`config.mk`:
```
export PLATFORM = sky130hd
export DESIGN_NAME = mp_add_sched_flat
export DESIGN_NICKNAME = d
export VERILOG_FILES = /design/src/rtl/mp_add_sched_if.sv /design/src/rtl/mp_add_sched.sv /design/src/flat_wrapper.sv
export SDC_FILE = /design/constraint.sdc
export NUM_CORES = 1
export LEC_CHECK = 0
export ABC_AREA = 1
export CAP_MARGIN = 30
export CELL_PAD_IN_SITES_DETAIL_PLACEMENT = 1
export CELL_PAD_IN_SITES_GLOBAL_PLACEMENT = 1
export CORE_ASPECT_RATIO = 1.4
export CORE_UTILIZATION = 34
export CTS_CLUSTER_DIAMETER = 50
export CTS_CLUSTER_SIZE = 20
export DETAILED_ROUTE_END_ITERATION = 7
export PLACE_DENSITY = 0.77
export SLEW_MARGIN = 20
export SYNTH_ARGS = -nofsm -noshare
export SYNTH_HDL_FRONTEND = slang
export SYNTH_SLANG_ARGS = --single-unit
```
`constraint.sdc`:
```
create_clock -name clk -period 3.9 [get_ports clk]
set_input_delay 0.585 -clock clk [delete_from_list [all_inputs] [get_ports clk]]
set_output_delay 0.585 -clock clk [all_outputs]
set_load 0.01 [all_outputs]
```
`src/rtl/mp_add_sched_if.sv`:
```
// Requester/consumer bundle for the shared multi-precision add/subtract engine.
// Requesters and the consumer use the master view; the engine uses the slave view.
interface mp_add_sched_if #(
  parameter int NBYTES = 4
);
  localparam int W = 8 * NBYTES;

  logic         req0_valid;
  logic         req0_ready;
  logic [W-1:0] req0_a;
  logic [W-1:0] req0_b;
  logic         req0_sub;

  logic         req1_valid;
  logic         req1_ready;
  logic [W-1:0] req1_a;
  logic [W-1:0] req1_b;
  logic         req1_sub;

  logic         res_valid;
  logic         res_ready;
  logic [W-1:0] res_sum;
  logic         res_cout;
  logic         res_id;

  modport master (
    output req0_valid, req0_a, req0_b, req0_sub,
    output req1_valid, req1_a, req1_b, req1_sub,
    output res_ready,
    input  req0_ready, req1_ready,
    input  res_valid, res_sum, res_cout, res_id
  );

  modport slave (
    input  req0_valid, req0_a, req0_b, req0_sub,
    input  req1_valid, req1_a, req1_b, req1_sub,
    input  res_ready,
    output req0_ready, req1_ready,
    output res_valid, res_sum, res_cout, res_id
  );
endinterface

```
`src/rtl/mp_add_sched.sv`:
```
// Round-robin shared add/subtract engine: one 8-bit carry-in slice, LSB byte first,
// carry registered between beats, result held until the consumer takes it.
module mp_add_sched #(
  parameter int NBYTES = 4
) (
  input  logic                clk,
  input  logic                rst,
  mp_add_sched_if.slave       bus,
  output logic                busy
);
  localparam int W  = 8 * NBYTES;
  localparam int BW = $clog2(NBYTES) + 1;

  localparam logic [1:0] S_IDLE = 2'd0;
  localparam logic [1:0] S_RUN  = 2'd1;
  localparam logic [1:0] S_DONE = 2'd2;

  logic [1:0]    state;
  logic [BW-1:0] beat;
  logic          carry;
  logic          last_grant;
  logic [W-1:0]  op_a;
  logic [W-1:0]  op_b;

  logic          grant_vld;
  logic          grant_id;
  logic          accept;
  logic          last_beat;
  logic [W-1:0]  sel_a;
  logic [W-1:0]  sel_b;
  logic          sel_sub;
  logic [8:0]    slice;

  function automatic logic [8:0] add_byte(input logic [7:0] a,
                                          input logic [7:0] b,
                                          input logic       cin);
    return {1'b0, a} + {1'b0, b} + {8'd0, cin};
  endfunction

  always_comb begin
    grant_vld = bus.req0_valid | bus.req1_valid;
    // On a tie the requester that did not win last time gets the slot.
    grant_id  = (bus.req0_valid && bus.req1_valid) ? ~last_grant : bus.req1_valid;
    sel_a     = grant_id ? bus.req1_a   : bus.req0_a;
    sel_b     = grant_id ? bus.req1_b   : bus.req0_b;
    sel_sub   = grant_id ? bus.req1_sub : bus.req0_sub;
    accept    = (state == S_IDLE) && grant_vld;
    bus.req0_ready = accept && !rst && !grant_id;
    bus.req1_ready = accept && !rst &&  grant_id;
    last_beat = (beat == BW'(NBYTES - 1));
    slice     = add_byte(op_a[7:0], op_b[7:0], carry);
    busy      = (state != S_IDLE);
  end

  // Operand shift registers: the current byte always sits at bit 0.
  always_ff @(posedge clk) begin
    if (accept) begin
      op_a <= sel_a;
      op_b <= sel_b ^ {W{sel_sub}};
    end else if (state == S_RUN) begin
      op_a <= op_a >> 8;
      op_b <= op_b >> 8;
    end
  end

  always_ff @(posedge clk or posedge rst) begin
    if (rst) begin
      state         <= S_IDLE;
      beat          <= '0;
      carry         <= 1'b0;
      last_grant    <= 1'b1;
      bus.res_valid <= 1'b0;
      bus.res_sum   <= '0;
      bus.res_cout  <= 1'b0;
      bus.res_id    <= 1'b0;
    end else begin
      case (state)
        S_IDLE: begin
          if (grant_vld) begin
            carry       <= sel_sub;
            bus.res_id  <= grant_id;
            last_grant  <= grant_id;
            beat        <= '0;
            bus.res_sum <= '0;
            state       <= S_RUN;
          end
        end
        S_RUN: begin
          bus.res_sum[{beat, 3'b000} +: 8] <= slice[7:0];
          carry <= slice[8];
          beat  <= beat + 1'b1;
          if (last_beat) begin
            bus.res_cout  <= slice[8];
            bus.res_valid <= 1'b1;
            state         <= S_DONE;
          end
        end
        S_DONE: begin
          if (bus.res_ready) begin
            bus.res_valid <= 1'b0;
            state         <= S_IDLE;
          end
        end
        default: state <= S_IDLE;
      endcase
    end
  end
endmodule

```
`src/flat_wrapper.sv`:
```
// flat-port wrapper written by rule: the top's interface ports become plain ports
module mp_add_sched_flat 
#(
  parameter int NBYTES = 4
)
  (clk, rst, busy, bus_req0_valid, bus_req0_a, bus_req0_b, bus_req0_sub, bus_req1_valid, bus_req1_a, bus_req1_b, bus_req1_sub, bus_res_ready, bus_req0_ready, bus_req1_ready, bus_res_valid, bus_res_sum, bus_res_cout, bus_res_id);
  mp_add_sched_if #(.NBYTES(NBYTES)) bus_i ();
  input  logic clk;
  input  logic rst;
  output logic busy;
  input wire logic [$bits(bus_i.req0_valid)-1:0] bus_req0_valid;
  input wire logic [$bits(bus_i.req0_a)-1:0] bus_req0_a;
  input wire logic [$bits(bus_i.req0_b)-1:0] bus_req0_b;
  input wire logic [$bits(bus_i.req0_sub)-1:0] bus_req0_sub;
  input wire logic [$bits(bus_i.req1_valid)-1:0] bus_req1_valid;
  input wire logic [$bits(bus_i.req1_a)-1:0] bus_req1_a;
  input wire logic [$bits(bus_i.req1_b)-1:0] bus_req1_b;
  input wire logic [$bits(bus_i.req1_sub)-1:0] bus_req1_sub;
  input wire logic [$bits(bus_i.res_ready)-1:0] bus_res_ready;
  output wire logic [$bits(bus_i.req0_ready)-1:0] bus_req0_ready;
  output wire logic [$bits(bus_i.req1_ready)-1:0] bus_req1_ready;
  output wire logic [$bits(bus_i.res_valid)-1:0] bus_res_valid;
  output wire logic [$bits(bus_i.res_sum)-1:0] bus_res_sum;
  output wire logic [$bits(bus_i.res_cout)-1:0] bus_res_cout;
  output wire logic [$bits(bus_i.res_id)-1:0] bus_res_id;
  assign bus_i.req0_valid = bus_req0_valid;
  assign bus_i.req0_a = bus_req0_a;
  assign bus_i.req0_b = bus_req0_b;
  assign bus_i.req0_sub = bus_req0_sub;
  assign bus_i.req1_valid = bus_req1_valid;
  assign bus_i.req1_a = bus_req1_a;
  assign bus_i.req1_b = bus_req1_b;
  assign bus_i.req1_sub = bus_req1_sub;
  assign bus_i.res_ready = bus_res_ready;
  assign bus_req0_ready = bus_i.req0_ready;
  assign bus_req1_ready = bus_i.req1_ready;
  assign bus_res_valid = bus_i.res_valid;
  assign bus_res_sum = bus_i.res_sum;
  assign bus_res_cout = bus_i.res_cout;
  assign bus_res_id = bus_i.res_id;
  mp_add_sched #(.NBYTES(NBYTES)) u_core (.clk(clk), .rst(rst), .bus(bus_i), .busy(busy));
endmodule
```
# After elaboration in Yosys (flattened, before gate mapping)

Cells that the tools add are included.

Register bits: 106
Input bits: 135
Output and inout port bits: 38
Word-level logic and storage cells: 64

$add $sub $neg: 4
Equal/unequal tests: 6
Shift-type cells: 2
Muxes and demuxes: 22
Bitwise gates (word level): 3
Reductions and logical operators: 17

Operators by type and width:

| cell                                                 | count |
|---|---|
| 2-to-1 mux 32 bit                                    | 7 |
| case mux 32 bit (2 select lines)                     | 1 |
| bitwise mux 32 bit                                   | 1 |
| variable shift 8 x 8 -> 32 bit, first input constant | 1 |
| indexed part select 8 x 8 -> 32 bit                  | 1 |
| XOR 32 bit                                           | 1 |
| adder 8 x 8 -> 9 bit                                 | 1 |
| adder 9 x 1 -> 9 bit                                 | 1 |
| negator 6 -> 8 bit                                   | 1 |
| nonzero test 2 bit                                   | 4 |
| 2-to-1 mux 2 bit                                     | 3 |
| case mux 2 bit (3 select lines)                      | 1 |
| case mux 3 bit (2 select lines)                      | 1 |
| AND reduction 2 bit                                  | 3 |
| AND reduction 3 bit                                  | 2 |
| logical AND 1 bit                                    | 5 |
| 2-to-1 mux 1 bit                                     | 5 |
| != test 2 x 1 -> 1 bit, second input constant        | 2 |
| case mux 1 bit (2 select lines)                      | 2 |
| adder 3 x 1 -> 3 bit, second input constant          | 1 |
| equality test 3 x 2 -> 1 bit, second input constant  | 1 |
| 2-to-1 mux 3 bit                                     | 1 |
| equality test 2 x 1 -> 1 bit, second input constant  | 1 |
| equality test 2 bit, second input constant           | 1 |
| 5 further kinds                                      | 6 |

# Depth between registers and ports, before layout

Depth after elaboration: 5
Mapped depth: 10
Mapped depth without buffers: 10

# Worst setup path after synthesis

Ideal clock, no wire load.

Path type: input port to flip-flop
From: input port bus_req1_valid
To: register u_core.op_a[0], enable pin
Arrival: 2172 ps
Data required time: 3194 ps
Path slack: 1022 ps
Cell stages on the path: 5
Cell sequence: nor2_2 -> nor2_8 -> inv_2 -> buf_2 -> nand2_1

Word-level cells in the longest chain between the ends: 3

Ends and longest elaborated chain:

| item                                | line               | source |
|---|---|---|
| from (decl)                         | flat_wrapper.sv:15 | `input wire logic [$bits(bus_i.req1_valid)-1:0] bus_req1_valid;` |
| bitwise OR 1 bit                    | mp_add_sched.sv:41 | `grant_vld = bus.req0_valid \| bus.req1_valid;` |
| logical AND 1 bit                   | mp_add_sched.sv:47 | `accept = (state == S_IDLE) && grant_vld;` |
| nonzero test 2 bit (no source line) | --                 |  |
| to (signal assigned)                | mp_add_sched.sv:58 | `op_a <= sel_a;` |
| to (signal assigned)                | mp_add_sched.sv:61 | `op_a <= op_a >> 8;` |
| to (decl)                           | mp_add_sched.sv:22 | `logic [W-1:0] op_a;` |

No other way between the ends.
A chain may end at the register's enable or synchronous reset.

# Worst setup path in the final report

From: input port bus_req0_valid
To: output port bus_req0_ready

Word-level cells in the longest chain between the ends: 4

Ends and longest elaborated chain:

| item                                                  | line                                   | source |
|---|---|---|
| from (decl)                                           | flat_wrapper.sv:11                     | `input wire logic [$bits(bus_i.req0_valid)-1:0] bus_req0_valid;` |
| bitwise OR 1 bit or logical AND 1 bit (tied branches) | mp_add_sched.sv:41, mp_add_sched.sv:43 |  |
| logical AND 1 bit or 2-to-1 mux 1 bit (tied branches) | mp_add_sched.sv:47, mp_add_sched.sv:43 |  |
| logical AND 1 bit or zero test 1 bit (tied branches)  | mp_add_sched.sv:48                     | `bus.req0_ready = accept && !rst && !grant_id;` |
| logical AND 1 bit (*)                                 | mp_add_sched.sv:48                     |  |
| to (decl)                                             | flat_wrapper.sv:20                     | `output wire logic [$bits(bus_i.req0_ready)-1:0] bus_req0_ready;` |

Every way passes the cells marked *; elsewhere a longest branch is shown, timed or not.

==> impl_metrics.py <==
metrics = {
    "grt": {
        "grt_usage_pct": 20.7,
        "grt_pass1_vias": 5618,
        "grt-ovfl-total": 0,
        "grt_pass1_wl_mm": 28.2,
        "antenna_found_initial": 0,
        "grt_max_degree": 68,
    },
    "route": {
        "drc_errors": 8,
        "drt_iter0_drc": 256,
        "wirelength_mm": 17.5,
        "drt_pass1_iterations": 7,
        "ant_nets": 0,
        "wl_per_cell_um": 16.5,
        "vias": 5363,
        "viasPerCell": 5.05,
    },
    "floorplan": {
        "rows": 55,
        "die_h_um": 155,
        "die_w_um": 112,
        "coreArea_mm2": 0.0163,
        "start_util_pct": 35.0,
        "fp.dieArea_mm2": 0.0173,
        "boundaryPins": 173,
    },
    "critical_path": {
        "arrival_ps": 2410,
        "worstSetupPathType": "in -> out",
        "start_kind": "input pin",
        "worstPathRequired_ps": 3310,
        "cp_slowest_cell": "clkdlybuf4s50_1",
        "crit_fanout": 12,
        "r2r_slack_ps": 1330,
        "r2r_start": "u_core.last_grant",
        "crit_path_end_kind": "primary output",
        "max_stage_delay_ps": 550,
        "worstPathCellList": "clkdlybuf4s50_1, nand2_1, nand2_2, nand2_2, nor2_1, clkdlybuf4s50_1",
        "crit_path_start": "bus_req0_valid",
    },
    "cts": {
        "post_cts_buffers": 0,
        "clock_latency_ps": 350,
        "cts_buffer_depth": 2,
        "cts_root_buf": "clkbuf_16",
        "cts_tree": "yes",
        "cts_resized": 0,
        "clk_pin_slew_ps": 70,
        "cts_hold_buf": 0,
        "cts_sinks": 106,
        "cts_made_buffers": 9,
        "cts_htree_levels": 3,
    },
    "timing": {
        "tns_ps": 0,
        "fmax_ghz": 0.334,
        "rsz0062_at_grt": "false",
        "finalCriticalPeriod_ps": 2990,
        "fin_worst_skew_ps": 10.4,
        "tightest_slew_ps": 903,
        "drv_slew": 0,
        "setup_viol": 0,
        "holdWs_ps": 479,
        "hold_viol": 0,
        "worst_slew_margin_rel_pct": 39.8,
        "min_period_over_period_pct": 76.8,
    },
    "outcome": {
        "status": "complete, but fails checks",
        "violations": "DRC",
    },
    "synthesis": {
        "synthTopCellsByArea": "edfxtp_1 34%, dfrtp_1 18%, nand2_1 17%",
        "syn_area_mm2": 0.00571,
        "synthArstFlopShare_pct": 39.6,
        "yosys-top-cells-count": "259 x nand2_1, 101 x nand3_1, 64 x edfxtp_1",
        "synth_cell_types": 30,
        "yosysTopAreaCell": "edfxtp_1",
        "synthCells": 696,
        "synth_top_area_share_pct": 33.6,
        "ys_ff_latch": 106,
        "synth_edf_count": 64,
        "ys_seq_area_share_pct": 52.1,
        "synth_nets": 844,
        "syn_avg_cell_area_um2": 8.21,
        "synthFlopType": "edfxtp_1",
        "post-synth-top-count-cell": "nand2_1",
        "ys_warn_count": 0,
    },
    "final_layout": {
        "antenna_cells": 0,
        "regArea_mm2": 0.00297,
        "areaGrowthSynthToFinish_pct": 38.5,
        "multi_input_area_mm2": 0.00247,
        "nets": 1005,
        "drive_above_1_share_pct": 6.50,
        "fillers": 1963,
    },
    "pwr": {
        "p_leak_nw": 3.60,
        "power_density_mw_per_mm2": 771,
        "ir_worst_vdd_mv": 0.348,
    },
    "place": {
        "place_congestion": 0.893,
        "placement.io_buffers": 172,
        "dp_hpwl_mm": 13.1,
    },
    "job": {
        "drv_cap": 0,
    },
    "min_path": {
        "hold_start": "u_core.bus.res_sum[21]",
        "hold_class": "reg -> reg",
    },
}
[registers in the layout (all words and copies together), names as in the netlist]
register,flops
u_core.op_b,32
u_core.bus.res_cout,1
u_core.state,2
u_core.carry,1
u_core.beat,3
u_core.bus.res_sum,32
u_core.bus.res_valid,1
u_core.last_grant,1
u_core.op_a,32
u_core.bus.res_id,1
[layout make-up]
class / count / share of cell area, %
well taps: 199 / 3.15
clock buffers: 11 / 3.48
multi-input cells: 525 / 31.2
clock inverters: 5 / 0.380
repair buffers: 181 / 22.6
flip-flops and latches: 106 / 37.6
inverters: 34 / 1.61
[critical path, delay by kind of cell]
family,cells,cell delay [ps]
buffers and inverters,2,1060
and+or+nand+nor,4,760
[routing by layer]
layer / share of wire [%] / global-route usage (%)
met1: 39 / 23.1
met2: 55 / 39.7
met3: 4.4 / 3.66
met4: 1.9 / 5.98
met5: 0 / 0
[where the power goes]
group | switching [W] | internal, W | total [W]
logic | 0.00186 | 0.00111 | 0.00297
clock network | 0.000430 | 0.000512 | 0.000942
registers | 0.000230 | 0.00196 | 0.00219
total | 0.00252 | 0.00357 | 0.00610
[kinds of logic after synthesis]
| kind of cell | synth area share (%) |
|---|---|
| adders and majority gates | 3.11 |
| and+or+nand+nor | 33.2 |
| buffers and inverters | 4.95 |
| xor gates and xnor gates | 0.460 |
| AOI/OAI and AO/OA | 6.18 |
| DFF | 52.1 |
[placed cells by master (no fill, tap or decap), types with 3 or more instances in the layout]
master and n:
dfrtp_1 41, clkbuf_16 11, nor2_1 60, edfxtp_1 64, clkinv_2 3, inv_2 4
o21ai_0 10, clkdlybuf4s50_1 172, ha_1 11, o22ai_1 26, buf_4 9, or2_2 15
nand2_1 257, inv_1 30, a21oi_1 20, nand3_1 101, o21ai_1 5, nand2_2 4
[path summary, 6_finish.rpt]
| path | endpoint | depth (start not counted) |
|---|---|---|
| min reg2reg | u_core.bus.res_sum[21] | 2 |
| min in group asynchronous | u_core.state[1] | 3 |
| max in group asynchronous | u_core.bus.res_sum[17] | 3 |
| max | bus_req0_ready | 6 |
| min | u_core.bus.res_sum[21] | 2 |
| max reg2reg | u_core.op_b[8] | 8 |
[per-stage QoR]
stage / worst slack, ps / power (W) / instance area, um2 / utilization, % / instances
after detailed placement: 637 / 0.00521 / 7610 / 46.6 / 1045
after CTS: 897 / 0.00616 / 7910 / 48.5 / 1061
final: 906 / 0.00610 / 7910 / 48.5 / 1061
after global routing: 783 / 0.00654 / 7910 / 48.5 / 1061
after floorplan: 1020 / 0.00403 / 5710 / - / 696
after global placement: 800 / 0.00505 / 7610 / 46.6 / 1045
(Power assumes the default switching activity.)
